**src/rtl/hgw_apb2reg_ws_if.sv**
```systemverilog
// APB slave-side bus bundle for hgw_apb2reg_ws.
// The bridge uses the slave modport and the requester uses the master modport.
interface hgw_apb2reg_ws_if #(
  parameter int BW = 16,
  parameter int DW = 32
);
  logic [BW-1:0]   paddr;
  logic            psel;
  logic            penable;
  logic            pwrite;
  logic [DW-1:0]   pwdata;
  logic [DW/8-1:0] pstrb;
  logic            pready;
  logic [DW-1:0]   prdata;
  logic            pslverr;

  modport master (
    output paddr, psel, penable, pwrite, pwdata, pstrb,
    input  pready, prdata, pslverr
  );

  modport slave (
    input  paddr, psel, penable, pwrite, pwdata, pstrb,
    output pready, prdata, pslverr
  );
endinterface

```
**src/rtl/hgw_apb2reg_ws.sv**
```systemverilog
// APB-to-register bridge: zero-wait writes, reads wait for i_rvalid, all outputs registered.
// Optional read timeout is enabled by defining HGW_APB2REG_TIMEOUT_EN.
module hgw_apb2reg_ws #(
  parameter int            BW       = 16,
  parameter int            DW       = 32,
  parameter logic [BW-1:0] ADDR_MAX = 16'h0FFC,
  parameter int            TO_CYC   = 16
) (
  input  logic            pclk,
  input  logic            presetn,
  hgw_apb2reg_ws_if.slave apb,
  output logic            o_wen,
  output logic            o_ren,
  output logic [BW-1:0]   o_waddr,
  output logic [BW-1:0]   o_raddr,
  output logic [DW-1:0]   o_wdata,
  output logic [DW/8-1:0] o_wstrb,
  input  logic [DW-1:0]   i_rdata,
  input  logic            i_rvalid
);

  if ((TO_CYC < 1) || (TO_CYC > 255) || ((DW % 8) != 0)) begin : g_param_check
    $error("hgw_apb2reg_ws: TO_CYC must be 1..255 and DW a multiple of 8");
  end

  localparam logic [1:0] ST_IDLE = 2'd0;
  localparam logic [1:0] ST_WR   = 2'd1;
  localparam logic [1:0] ST_RD   = 2'd2;
  localparam logic [1:0] ST_RESP = 2'd3;

  logic [1:0]      state_q,   state_d;
  logic [BW-1:0]   addr_q,    addr_d;
  logic [DW-1:0]   wdata_q,   wdata_d;
  logic [DW/8-1:0] wstrb_q,   wstrb_d;
  logic            pready_q,  pready_d;
  logic            pslverr_q, pslverr_d;
  logic [DW-1:0]   prdata_q,  prdata_d;
  logic            wen_q,     wen_d;
  logic            ren_q,     ren_d;
`ifdef HGW_APB2REG_TIMEOUT_EN
  logic [7:0]      cnt_q,     cnt_d;
`endif

  // Next-state and next-output decode; each output is computed one cycle ahead
  always_comb begin
    state_d   = state_q;
    addr_d    = addr_q;
    wdata_d   = wdata_q;
    wstrb_d   = wstrb_q;
    pready_d  = 1'b0;
    pslverr_d = 1'b0;
    prdata_d  = {DW{1'b0}};
    wen_d     = 1'b0;
    ren_d     = 1'b0;
`ifdef HGW_APB2REG_TIMEOUT_EN
    cnt_d     = cnt_q;
`endif
    case (state_q)
      ST_IDLE: begin
        if (apb.psel && !apb.penable) begin
          addr_d  = apb.paddr;
          wdata_d = apb.pwdata;
          wstrb_d = apb.pstrb;
          if (apb.paddr > ADDR_MAX) begin
            state_d   = ST_RESP;
            pready_d  = 1'b1;
            pslverr_d = 1'b1;
          end else if (apb.pwrite) begin
            state_d  = ST_WR;
            pready_d = 1'b1;
            wen_d    = 1'b1;
          end else begin
            state_d = ST_RD;
            ren_d   = 1'b1;
`ifdef HGW_APB2REG_TIMEOUT_EN
            cnt_d   = 8'd0;
`endif
          end
        end else begin
          state_d = ST_IDLE;
        end
      end
      ST_WR: begin
        state_d = ST_IDLE;
      end
      // A dropped psel abandons the read even if data arrives in the same cycle
      ST_RD: begin
        if (!apb.psel) begin
          state_d = ST_IDLE;
        end else if (i_rvalid) begin
          state_d  = ST_RESP;
          pready_d = 1'b1;
          prdata_d = i_rdata;
`ifdef HGW_APB2REG_TIMEOUT_EN
        end else if (cnt_q == 8'(TO_CYC - 1)) begin
          state_d   = ST_RESP;
          pready_d  = 1'b1;
          pslverr_d = 1'b1;
        end else begin
          cnt_d = cnt_q + 8'd1;
        end
`else
        end else begin
          state_d = ST_RD;
        end
`endif
      end
      ST_RESP: begin
        state_d = ST_IDLE;
      end
      default: begin
        state_d = ST_IDLE;
      end
    endcase
  end

  // State and output registers
  always_ff @(posedge pclk or negedge presetn) begin
    if (!presetn) begin
      state_q   <= ST_IDLE;
      addr_q    <= {BW{1'b0}};
      wdata_q   <= {DW{1'b0}};
      wstrb_q   <= {(DW/8){1'b0}};
      pready_q  <= 1'b0;
      pslverr_q <= 1'b0;
      prdata_q  <= {DW{1'b0}};
      wen_q     <= 1'b0;
      ren_q     <= 1'b0;
`ifdef HGW_APB2REG_TIMEOUT_EN
      cnt_q     <= 8'd0;
`endif
    end else begin
      state_q   <= state_d;
      addr_q    <= addr_d;
      wdata_q   <= wdata_d;
      wstrb_q   <= wstrb_d;
      pready_q  <= pready_d;
      pslverr_q <= pslverr_d;
      prdata_q  <= prdata_d;
      wen_q     <= wen_d;
      ren_q     <= ren_d;
`ifdef HGW_APB2REG_TIMEOUT_EN
      cnt_q     <= cnt_d;
`endif
    end
  end

  assign apb.pready  = pready_q;
  assign apb.pslverr = pslverr_q;
  assign apb.prdata  = prdata_q;
  assign o_wen       = wen_q;
  assign o_ren       = ren_q;
  assign o_waddr     = addr_q;
  assign o_raddr     = addr_q;
  assign o_wdata     = wdata_q;
  assign o_wstrb     = wstrb_q;

endmodule
```
**src/flat_wrapper.sv**
```systemverilog
// flat-port wrapper written by rule: the top's interface ports become plain ports
module hgw_apb2reg_ws_flat 
#(
  parameter int            BW       = 16,
  parameter int            DW       = 32,
  parameter logic [BW-1:0] ADDR_MAX = 16'h0FFC,
  parameter int            TO_CYC   = 16
)
  (pclk, presetn, o_wen, o_ren, o_waddr, o_raddr, o_wdata, o_wstrb, i_rdata, i_rvalid, apb_paddr, apb_psel, apb_penable, apb_pwrite, apb_pwdata, apb_pstrb, apb_pready, apb_prdata, apb_pslverr);
  hgw_apb2reg_ws_if #(.BW(BW), .DW(DW)) apb_i ();
  input  logic pclk;
  input  logic presetn;
  output logic o_wen;
  output logic o_ren;
  output logic [BW-1:0] o_waddr;
  output logic [BW-1:0] o_raddr;
  output logic [DW-1:0] o_wdata;
  output logic [DW/8-1:0] o_wstrb;
  input  logic [DW-1:0] i_rdata;
  input  logic i_rvalid;
  input wire logic [$bits(apb_i.paddr)-1:0] apb_paddr;
  input wire logic [$bits(apb_i.psel)-1:0] apb_psel;
  input wire logic [$bits(apb_i.penable)-1:0] apb_penable;
  input wire logic [$bits(apb_i.pwrite)-1:0] apb_pwrite;
  input wire logic [$bits(apb_i.pwdata)-1:0] apb_pwdata;
  input wire logic [$bits(apb_i.pstrb)-1:0] apb_pstrb;
  output wire logic [$bits(apb_i.pready)-1:0] apb_pready;
  output wire logic [$bits(apb_i.prdata)-1:0] apb_prdata;
  output wire logic [$bits(apb_i.pslverr)-1:0] apb_pslverr;
  assign apb_i.paddr = apb_paddr;
  assign apb_i.psel = apb_psel;
  assign apb_i.penable = apb_penable;
  assign apb_i.pwrite = apb_pwrite;
  assign apb_i.pwdata = apb_pwdata;
  assign apb_i.pstrb = apb_pstrb;
  assign apb_pready = apb_i.pready;
  assign apb_prdata = apb_i.prdata;
  assign apb_pslverr = apb_i.pslverr;
  hgw_apb2reg_ws #(.BW(BW), .DW(DW), .ADDR_MAX(ADDR_MAX), .TO_CYC(TO_CYC)) u_core (.pclk(pclk), .presetn(presetn), .apb(apb_i), .o_wen(o_wen), .o_ren(o_ren), .o_waddr(o_waddr), .o_raddr(o_raddr), .o_wdata(o_wdata), .o_wstrb(o_wstrb), .i_rdata(i_rdata), .i_rvalid(i_rvalid));
endmodule
```
**config.mk**
```make
export PLATFORM = sky130hd
export DESIGN_NAME = hgw_apb2reg_ws_flat
export DESIGN_NICKNAME = d
export VERILOG_FILES = /design/src/rtl/hgw_apb2reg_ws_if.sv /design/src/rtl/hgw_apb2reg_ws.sv /design/src/flat_wrapper.sv
export SDC_FILE = /design/constraint.sdc
export NUM_CORES = 1
export LEC_CHECK = 0
export BUFFER_PORTS_ARGS = -buffer_cell sky130_fd_sc_hd__buf_4
export CORE_MARGIN = 1
export CORE_UTILIZATION = 41
export DETAILED_ROUTE_END_ITERATION = 16
export PLACE_DENSITY = 0.84
export SETUP_SLACK_MARGIN = 0.3
export SLEW_MARGIN = 20
export SYNTH_ARGS = -nofsm -noshare
export SYNTH_HDL_FRONTEND = slang
export SYNTH_SLANG_ARGS = --single-unit
```
**constraint.sdc**
```tcl
create_clock -name pclk -period 1.7 [get_ports pclk]
set_input_delay 0.34 -clock pclk [delete_from_list [all_inputs] [get_ports pclk]]
set_output_delay 0.34 -clock pclk [all_outputs]
set_load 0.01 [all_outputs]
```
## Yosys cells after proc, flatten, opt, wreduce, memory -nomap -nowiden

Index checks and enable logic that the tools add are counted.

| word-level totals | value |
|---|---|
| register bits after elaboration | 90 |
| latch bits | 0 |
| RAM bits | 0 |
| ROM bits | 0 |
| input bits | 90 |
| output and inout bits | 104 |
| logic and storage cells | 43 |
| memories kept | 0 |

| operators by class | value |
|---|---|
| $add $sub $neg | 0 |
| multipliers | 0 |
| divide/modulo/power cells | 0 |
| $lt $le $gt $ge | 1 |
| equal/unequal tests | 3 |
| shifts and indexed selects | 0 |
| mux-type cells | 25 |
| bitwise gates (word level) | 0 |
| reduce and logical (&&, ||, !) cells | 5 |

Operators with widths:

| kind | number |
|---|---|
| 32-bit 2-to-1 mux | 3 |
| 16-bit by 12-bit > comparator with 1-bit output (second input constant) | 1 |
| 1-bit 2-to-1 mux | 16 |
| 2-bit 2-to-1 mux | 4 |
| 2-bit one-hot mux with 3 select lines | 1 |
| 2-bit equality test (second input constant) | 2 |
| 2-bit by 1-bit equality test with 1-bit output (second input constant) | 1 |
| 2-bit logical NOT | 1 |
| 1-bit one-hot mux with 2 select lines | 1 |
| 2-bit AND reduction | 1 |
| 2-bit OR reduction | 1 |
| 1-bit logical AND | 1 |
| 1-bit logical NOT | 1 |

## Longest topological paths before layout

Gate-level depths: netlist of the first run.

| logic depth | value |
|---|---|
| depth after elaboration | 4 |
| mapped depth | 4 |
| mapped depth without buffers | 3 |

## Least setup slack after synthesis of the first run

OpenSTA, ideal clock, no wires.

| timing path | value |
|---|---|
| path type | flip-flop to flip-flop |
| start point | reg u_core.state_q[0] |
| end point | reg u_core.addr_q[0], in the netlist u_core.o_raddr[0] |
| setup time | 0.125 ns |
| arrival time | 1.381 ns |
| required time | 1.575 ns |
| slack | 0.195 ns |
| cell stages (with the launch flop) | 5 |
| path buffers | 1 |
| clock period less this slack | 1.505 ns |
| cell sequence | dfrtp_1 > nand2b_4 > nor3_4 > buf_6 > mux2_2 |

| between the ends | value |
|---|---|
| longest elaborated chain between the ends | 2 |

RTL lines:

| element | line | source |
|---|---|---|
| from (decl) | hgw_apb2reg_ws.sv:31 | `logic [1:0] state_q, state_d;` |
| from (signal assigned) | hgw_apb2reg_ws.sv:133 | `state_q <= state_d;` |
| 2-bit logical NOT | hgw_apb2reg_ws.sv:58 | `case (state_q)` |
| 2-bit AND reduction (no line) | n/a |  |
| to (signal assigned) | hgw_apb2reg_ws.sv:121 | `addr_q <= {BW{1'b0}};` |
| to (signal assigned) | hgw_apb2reg_ws.sv:134 | `addr_q <= addr_d;` |
| to (decl) | hgw_apb2reg_ws.sv:32 | `logic [BW-1:0] addr_q, addr_d;` |

No other way between the ends.
A chain may end at the register's enable or synchronous reset.

## Worst setup path in the final report of the first run

| timing path | value |
|---|---|
| start point | reg u_core.state_q[0] |
| end point | reg u_core.wdata_q[20], in the netlist u_core.o_wdata[20] |

| between the ends | value |
|---|---|
| longest elaborated chain between the ends | 2 |

RTL lines:

| element | line | source |
|---|---|---|
| 2-bit logical NOT | hgw_apb2reg_ws.sv:58 |  |
| 2-bit AND reduction (no line) | n/a |  |
| to (signal assigned) | hgw_apb2reg_ws.sv:122 | `wdata_q <= {DW{1'b0}};` |
| to (signal assigned) | hgw_apb2reg_ws.sv:135 | `wdata_q <= wdata_d;` |
| to (decl) | hgw_apb2reg_ws.sv:33 | `logic [DW-1:0] wdata_q, wdata_d;` |

No other way between the ends.

==> run_results.csv, run 1 <==
group,metric,value,unit
clocking,cts_buffer_depth,2,
routing,avgViaCountPerCell,4.57,
global_routing,gr-total-overflow,0,
logic_synthesis,synth_area_leaders,"sky130_fd_sc_hd__dfrtp_1, sky130_fd_sc_hd__mux2_2, sky130_fd_sc_hd__and2_1, sky130_fd_sc_hd__buf_4, sky130_fd_sc_hd__buf_6",
global_routing,global_routing_usage_summed_across_all_routing_layers,0.177,
timing,slew-limit-headroom,0.676,
timing,timing.hold.ws,-0.00431,ns
floorplanning,chipWidth,93.0,um
cells_and_area,syn2layout_area_growth,53.2,%
clocking,cts-htree-levels,3,
logic_synthesis,number_of_synthesized_register_bits,90,
critical_path,reg2reg_slack,0.22,ns
place,dp_slack,0.148,ns
routing,drt-pass1-iter-count,4,
outcome,outcome,"complete, but fails checks",
global_routing,via_count_of_the_first_global_routing_pass,2368,
cells_and_area,finalNetCount,499,
critical_path,crit_buf_inv,2,
logic_synthesis,synth_enable_flop_cells,0,
logic_synthesis,synth_fp_nets,308,
routing,routed.top_layer,"met4",
logic_synthesis,postSynthAreaPerCell,15.6,um^2
floorplanning,die_area,8640,um^2
clocking,cts-buffers-inserted,9,
min_path,min-delay-path-class,"input pin to async pin",
logic_synthesis,synth.top_cells.by_count,"sky130_fd_sc_hd__dfrtp_1, sky130_fd_sc_hd__mux2_2, sky130_fd_sc_hd__and2_1, sky130_fd_sc_hd__buf_4, sky130_fd_sc_hd__buf_6",
critical_path,crit_fanout,12,
floorplanning,i_o_pins,194,
critical_path,crit_family,"flip-flops",
global_routing,grt_start_max_net_pins,91,
floorplanning,start_util,0.432,
critical_path,required_time_worst_endpoint,1.93,ns
clocking,cts_sinks,90,
floorplanning,dieHeight,93.0,um
clocking,postCtsHoldBufs,0,
timing,timing.fmax,0.675,GHz
logic_synthesis,yosysUniqueCellTypes,23,
routing,met1_length,3.01,mm
critical_path,worstRegToRegCells,5,
logic_synthesis,synth.yosys.seq_area_share,0.664,
routing,route.detailed.wl_per_inst,15.6,um
place,routabilityCongestion,0.735,
logic_synthesis,synth-warning-count,0,
critical_path,cp.depth,5,
clocking,clkSlewWorstSetupHoldPaths,0.09,ns
logic_synthesis,yosysTopAreaCell,"sky130_fd_sc_hd__dfrtp_1",
critical_path,slowest_cell_delay_on_critical_path,0.39,ns
timing,slew_viol_final,0,
global_routing,grt_pass1_wl,11.6,mm
critical_path,critical_path_cell_sequence,"nand2b_4 > nor3_4 > buf_6 > clkbuf_16 > mux2_2",
routing,dr_wl_met3,698,um
timing,tns,0,ns
routing,dr_total_vias,2354,
floorplanning,placement_rows,32,
floorplanning,placeableCoreArea,7850,um^2
logic_synthesis,synth_top_area_share,0.664,
cells_and_area,fillers,587,
timing,final_hold_viol_count,1,
place,place.detailed.hpwl,5.57,mm
routing,wl,8.02,mm
timing,timing.final.ws_setup,0.218,ns
power,areal_power_density_over_the_cells,1060,nW/um^2
cells_and_area,final_layout_size_suffix_gt1_frac,0.668,
logic_synthesis,synth_async_sr_flop_share,1.00,
clocking,cts_root_buffer,"sky130_fd_sc_hd__clkbuf_8",
routing,detailroute.wirelength.met2,4.15,mm
logic_synthesis,synthesized_netlist_cell_count,218,
power,p_leak,0.00264,uW
logic_synthesis,synthFlopType,"sky130_fd_sc_hd__dfrtp_1",
timing,final.period_utilization,0.872,
timing,rsz0062_at_grt,"yes",
timing,tightest_slew,0.486,ns
power,vdd_drop_max,0.556,mV
critical_path,crit_path_start,"u_core.state_q[0]$_DFF_PN0_",
routing,route.detailed.drc,0,
routing,count_of_routing_violations_after_the_opening_detailed_route_iteration,84,
logic_synthesis,post-synth-top-count-cell,"sky130_fd_sc_hd__dfrtp_1",
critical_path,crit_arrival,1.71,ns
timing,clock-skew-final,0.0133,ns
global_routing,antenna_found_initial,0,
routing,final_antenna_net_count,0,
place,numPortBuffers,193,
critical_path,worst_setup_path_start_kind,"register",
timing,setup_violations,0,
clocking,clock_latency,0.34,ns
critical_path,crit_slowest_cell,"sky130_fd_sc_hd__dfrtp_1",
cells_and_area,antenna-diode-count,0,
clocking,cts_tree,"yes",
critical_path,timing.setup.critical_path_class,"register to register",
critical_path,setup.worst_path.end_class,"register",
critical_path,worst_r2r_startpoint,"u_core.state_q[0]$_DFF_PN0_",
outcome,violations,"negative hold slack",
job,max_cap_violations,0,
timing,finalWorstPathRequiredPeriod,1.48,ns
logic_synthesis,synth.cell_area,3390,um^2
worst paths after layout:
check,endpoint
setup / recovery,u_core.o_wdata[20]$_DFFE_PN0P_
hold / removal,u_core.o_wdata[13]$_DFFE_PN0P_
setup reg to reg,u_core.o_wdata[20]$_DFFE_PN0P_
hold reg to reg,u_core.o_wdata[8]$_DFFE_PN0P_
max in group asynchronous,u_core.apb.prdata[27]$_DFF_PN0_
min in group pclk,u_core.o_ren$_DFF_PN0_
placed cells by master (no fill, tap or decap), types with 2 or more instances in the layout:
| cell | Yosys | routed |
|---|---|---|
| sky130_fd_sc_hd__a211oi_1 | 2 | 2 |
| sky130_fd_sc_hd__and2_1 | 32 | 32 |
| sky130_fd_sc_hd__buf_12 | 0 | 2 |
| sky130_fd_sc_hd__buf_4 | 16 | 196 |
| sky130_fd_sc_hd__buf_6 | 5 | 2 |
| sky130_fd_sc_hd__clkbuf_16 | 0 | 3 |
| sky130_fd_sc_hd__clkbuf_8 | 0 | 10 |
| sky130_fd_sc_hd__clkinvlp_4 | 0 | 2 |
| sky130_fd_sc_hd__dfrtp_1 | 90 | 90 |
| sky130_fd_sc_hd__mux2_2 | 52 | 36 |
| sky130_fd_sc_hd__mux2_4 | 0 | 16 |
| sky130_fd_sc_hd__nand4_1 | 2 | 2 |
| sky130_fd_sc_hd__nor3_1 | 2 | 2 |
per-layer routing:
metal  vias up  global-route usage
met2       112               0.304
met5         -                   0
met3        13              0.0569
li1       1099                   -
met4         0              0.0833
met1      1130               0.201
flip-flops by register name, summed over array words and instances, names as in the netlist, 2 cells and up:
signal / cells
u_core.o_raddr: 16
u_core.o_wstrb: 4
u_core.o_wdata: 32
u_core.state_q: 2
u_core.apb.prdata: 32
stage by stage:
stage,hold slack (ns),instance area (um^2),power [uW],std cells,util
2_1_floorplan,0.0444,3400,3380,218,-
3_3_place_gp,0.417,4840,4140,493,0.617
3_5_place_dp,0.418,4840,4190,493,0.617
4_1_cts,0.0324,5060,5470,511,0.644
5_1_grt,0.0463,5200,5770,515,0.663
6_report,-0.00431,5200,5500,515,0.663
logic make-up after synthesis:
group                  count (synthesis)  share of synthesized area
flip-flops                            90                      0.664
multiplexers                          52                      0.173
AND/OR/NAND/NOR                       45                     0.0944
buffers and inverters                 25                     0.0564
AO/OA/AOI/OAI                          6                     0.0129
cell type report:
type	count	area [um^2]	area share
Inverter	1	3.75	0.000722
Sequential cell	90	2250	0.433
Clock inverter	4	28.8	0.00553
Clock buffer	11	141	0.0272
Multi-Input combinational cell	103	1010	0.194
Tap cell	102	128	0.0245
Timing Repair Buffer	204	1640	0.315
report_power, final:
part | switching (uW) | internal, uW | total (uW)
Clock | 697 | 564 | 1260
Sequential | 202 | 2460 | 2660
Combinational | 594 | 977 | 1570
worst register-to-register path, cell delays in order, from the launching register on:
cell	delay, ns
sky130_fd_sc_hd__dfrtp_1	0.39
sky130_fd_sc_hd__nand2b_4	0.16
sky130_fd_sc_hd__nor3_4	0.14
sky130_fd_sc_hd__buf_6	0.16
sky130_fd_sc_hd__clkbuf_16	0.18
sky130_fd_sc_hd__mux2_2	0.34
timing repair:
item	in CTS	in global routing
gates cloned	1	3
endpoints found under the hold margin	0	0
gates resized for setup	1	16
endpoints found under the setup margin	46	54
setup buffers	2	1
Note: power is estimated with default switching activity, not from simulation.
==> inputs of run 2 (changes only) <==
CORE_UTILIZATION = 40   (was 41)
PLACE_DENSITY = 0.83   (was 0.84)
==> run_results.csv, run 2 (synthesis gave the netlist of run 1 again) <==
group,metric,value,unit
cells_and_area,most_frequent_cells_in_the_layout,"sky130_fd_sc_hd__buf_4, sky130_fd_sc_hd__dfrtp_1, sky130_fd_sc_hd__mux2_4",
power,combPwrFrac,0.298,
global_routing,antenna_found_initial,0,
timing,rsz0062_at_grt,"yes",
timing,tns,0,ns
floorplanning,placeableCoreArea,8220,um^2
floorplanning,chipWidth,94.1,um
cells_and_area,layout.cells.most_common,"sky130_fd_sc_hd__buf_4",
timing,slew-limit-headroom,0.608,
routing,avgViaCountPerCell,4.73,
power,power_report.internal_total,4280,uW
routing,dr_total_vias,2483,
floorplanning,placement_rows,33,
clocking,clkSlewWorstSetupHoldPaths,0.09,ns
clocking,cts_tree,"yes",
floorplanning,i_o_pins,194,
global_routing,global_routing_usage_summed_across_all_routing_layers,0.179,
floorplanning,die_area,8860,um^2
cells_and_area,syn2layout_area_growth,61.0,%
clocking,cts-buffers-inserted,9,
critical_path,worst_setup_path_start_kind,"register",
cells_and_area,finalNetCount,506,
critical_path,crit_arrival,1.75,ns
floorplanning,dieHeight,94.1,um
power,seqPwrFrac,0.461,
routing,route.detailed.drc,0,
global_routing,via_count_of_the_first_global_routing_pass,2454,
global_routing,global_route.peak_usage_layer,"met2",
power,clockPowerShare,0.241,
job,max_cap_violations,0,
power,areal_power_density_over_the_cells,1060,nW/um^2
routing,final_antenna_net_count,0,
power,p_switching,1530,uW
timing,finalWorstPathRequiredPeriod,1.53,ns
clocking,cts_buffer_depth,2,
power,power,5810,uW
cells_and_area,antenna-diode-count,0,
timing,final_hold_viol_count,0,
critical_path,setup.worst_path.end_class,"register",
clocking,cts_root_buffer,"sky130_fd_sc_hd__clkbuf_8",
clocking,cts-htree-levels,3,
timing,tightest_slew,0.583,ns
global_routing,routing_usage_on_met1,0.201,
clocking,clock_latency,0.34,ns
global_routing,globalRouteMet3Util,0.0728,
floorplanning,start_util,0.413,
routing,wl,9.11,mm
timing,clock-skew-final,0.00678,ns
place,routabilityCongestion,0.688,
power,switching_share,0.263,
global_routing,gr-total-overflow,0,
critical_path,worstRegToRegCells,5,
critical_path,crit_fanout,6,
place,place.detailed.hpwl,5.50,mm
power,p_leak,0.00282,uW
timing,timing.fmax,0.655,GHz
place,numPortBuffers,193,
outcome,outcome,"finished, final reports clean",
clocking,cts_sinks,90,
global_routing,grt_pass1_wl,11.9,mm
cells_and_area,fillers,621,
routing,count_of_routing_violations_after_the_opening_detailed_route_iteration,30,
critical_path,timing.setup.critical_path_class,"register to register",
min_path,min-delay-path-class,"input pin to async pin",
critical_path,required_time_worst_endpoint,1.92,ns
global_routing,groute.layer.met2.usage,0.308,
clocking,postCtsHoldBufs,0,
timing,final.period_utilization,0.899,
global_routing,grt_start_max_net_pins,91,
timing,setup_violations,0,
routing,route.detailed.wl_per_inst,17.3,um
routing,drt-pass1-iter-count,4,
cells_and_area,final_layout_size_suffix_gt1_frac,0.674,
power,vdd_drop_max,0.626,mV
timing,slew_viol_final,0,
-- run 2: what timing repair did --
action | CTS | global route
setup endpoints to repair | 50 | 56
gates resized for setup | 3 | 53
hold endpoints to repair | 0 | 0
cloned | 1 | 7
pin swaps | 1 | 0
setup buffers | 3 | 4
-- run 2: power by group through the flow --
stage	logic [uW]	clock network, uW	registers (uW)
2_1_floorplan	545	0	2830
3_3_place_gp	1440	0	2680
3_5_place_dp	1480	0	2700
4_1_cts	1500	1440	2660
5_1_grt	1860	1530	2720
6_report	1730	1400	2680
-- run 2: path summary, 6_finish.rpt --
kind	endpoint	start	slack, ns
max	u_core.o_wdata[24]$_DFFE_PN0P_	u_core.state_q[0]$_DFF_PN0_	0.17
min	u_core.o_wdata[13]$_DFFE_PN0P_	presetn	0.02
max reg2reg	u_core.o_wdata[24]$_DFFE_PN0P_	u_core.state_q[0]$_DFF_PN0_	0.17
min reg2reg	u_core.o_wdata[28]$_DFFE_PN0P_	u_core.o_wdata[28]$_DFFE_PN0P_	0.51
max in group asynchronous	u_core.state_q[1]$_DFF_PN0_	presetn	1.30
min in group pclk	u_core.o_ren$_DFF_PN0_	apb_pwrite	0.19
-- run 2: cell type report --
class	count	area, um^2	share of cell area
sequential	90	2250	0.413
multi-input combinational	104	1150	0.210
clock buffer	12	145	0.0266
tap	105	131	0.0241
inverter	1	3.75	0.000687
timing repair buffer	210	1740	0.318
clock inverter	3	40.0	0.00733
-- run 2: per-layer routing --
| metal | vias to the layer above | part of all wire |
|---|---|---|
| met5 | - | 0 |
| met4 | 0 | 0.0089 |
| met3 | 7 | 0.078 |
| met2 | 117 | 0.53 |
| met1 | 1231 | 0.39 |
| li1 | 1128 | - |
-- run 2: critical path: stages (launching register included) --
cell,delay [ns]
sky130_fd_sc_hd__dfrtp_1,0.40
sky130_fd_sc_hd__nand2b_4,0.16
sky130_fd_sc_hd__nor3_4,0.19
sky130_fd_sc_hd__buf_6,0.19
sky130_fd_sc_hd__clkbuf_16,0.17
sky130_fd_sc_hd__mux2_4,0.30
-- run 2: per-stage QoR --
step	util	instance area (um^2)	setup WS [ns]	cells	hold WS, ns
6_report	0.665	5460	0.173	525	0.0168
5_1_grt	0.665	5460	0.107	525	0.0508
4_1_cts	0.619	5080	0.191	514	0.0405
3_5_place_dp	0.589	4840	0.155	495	0.417
3_3_place_gp	0.589	4840	0.174	495	0.413
2_1_floorplan	-	3400	0.195	218	0.0444
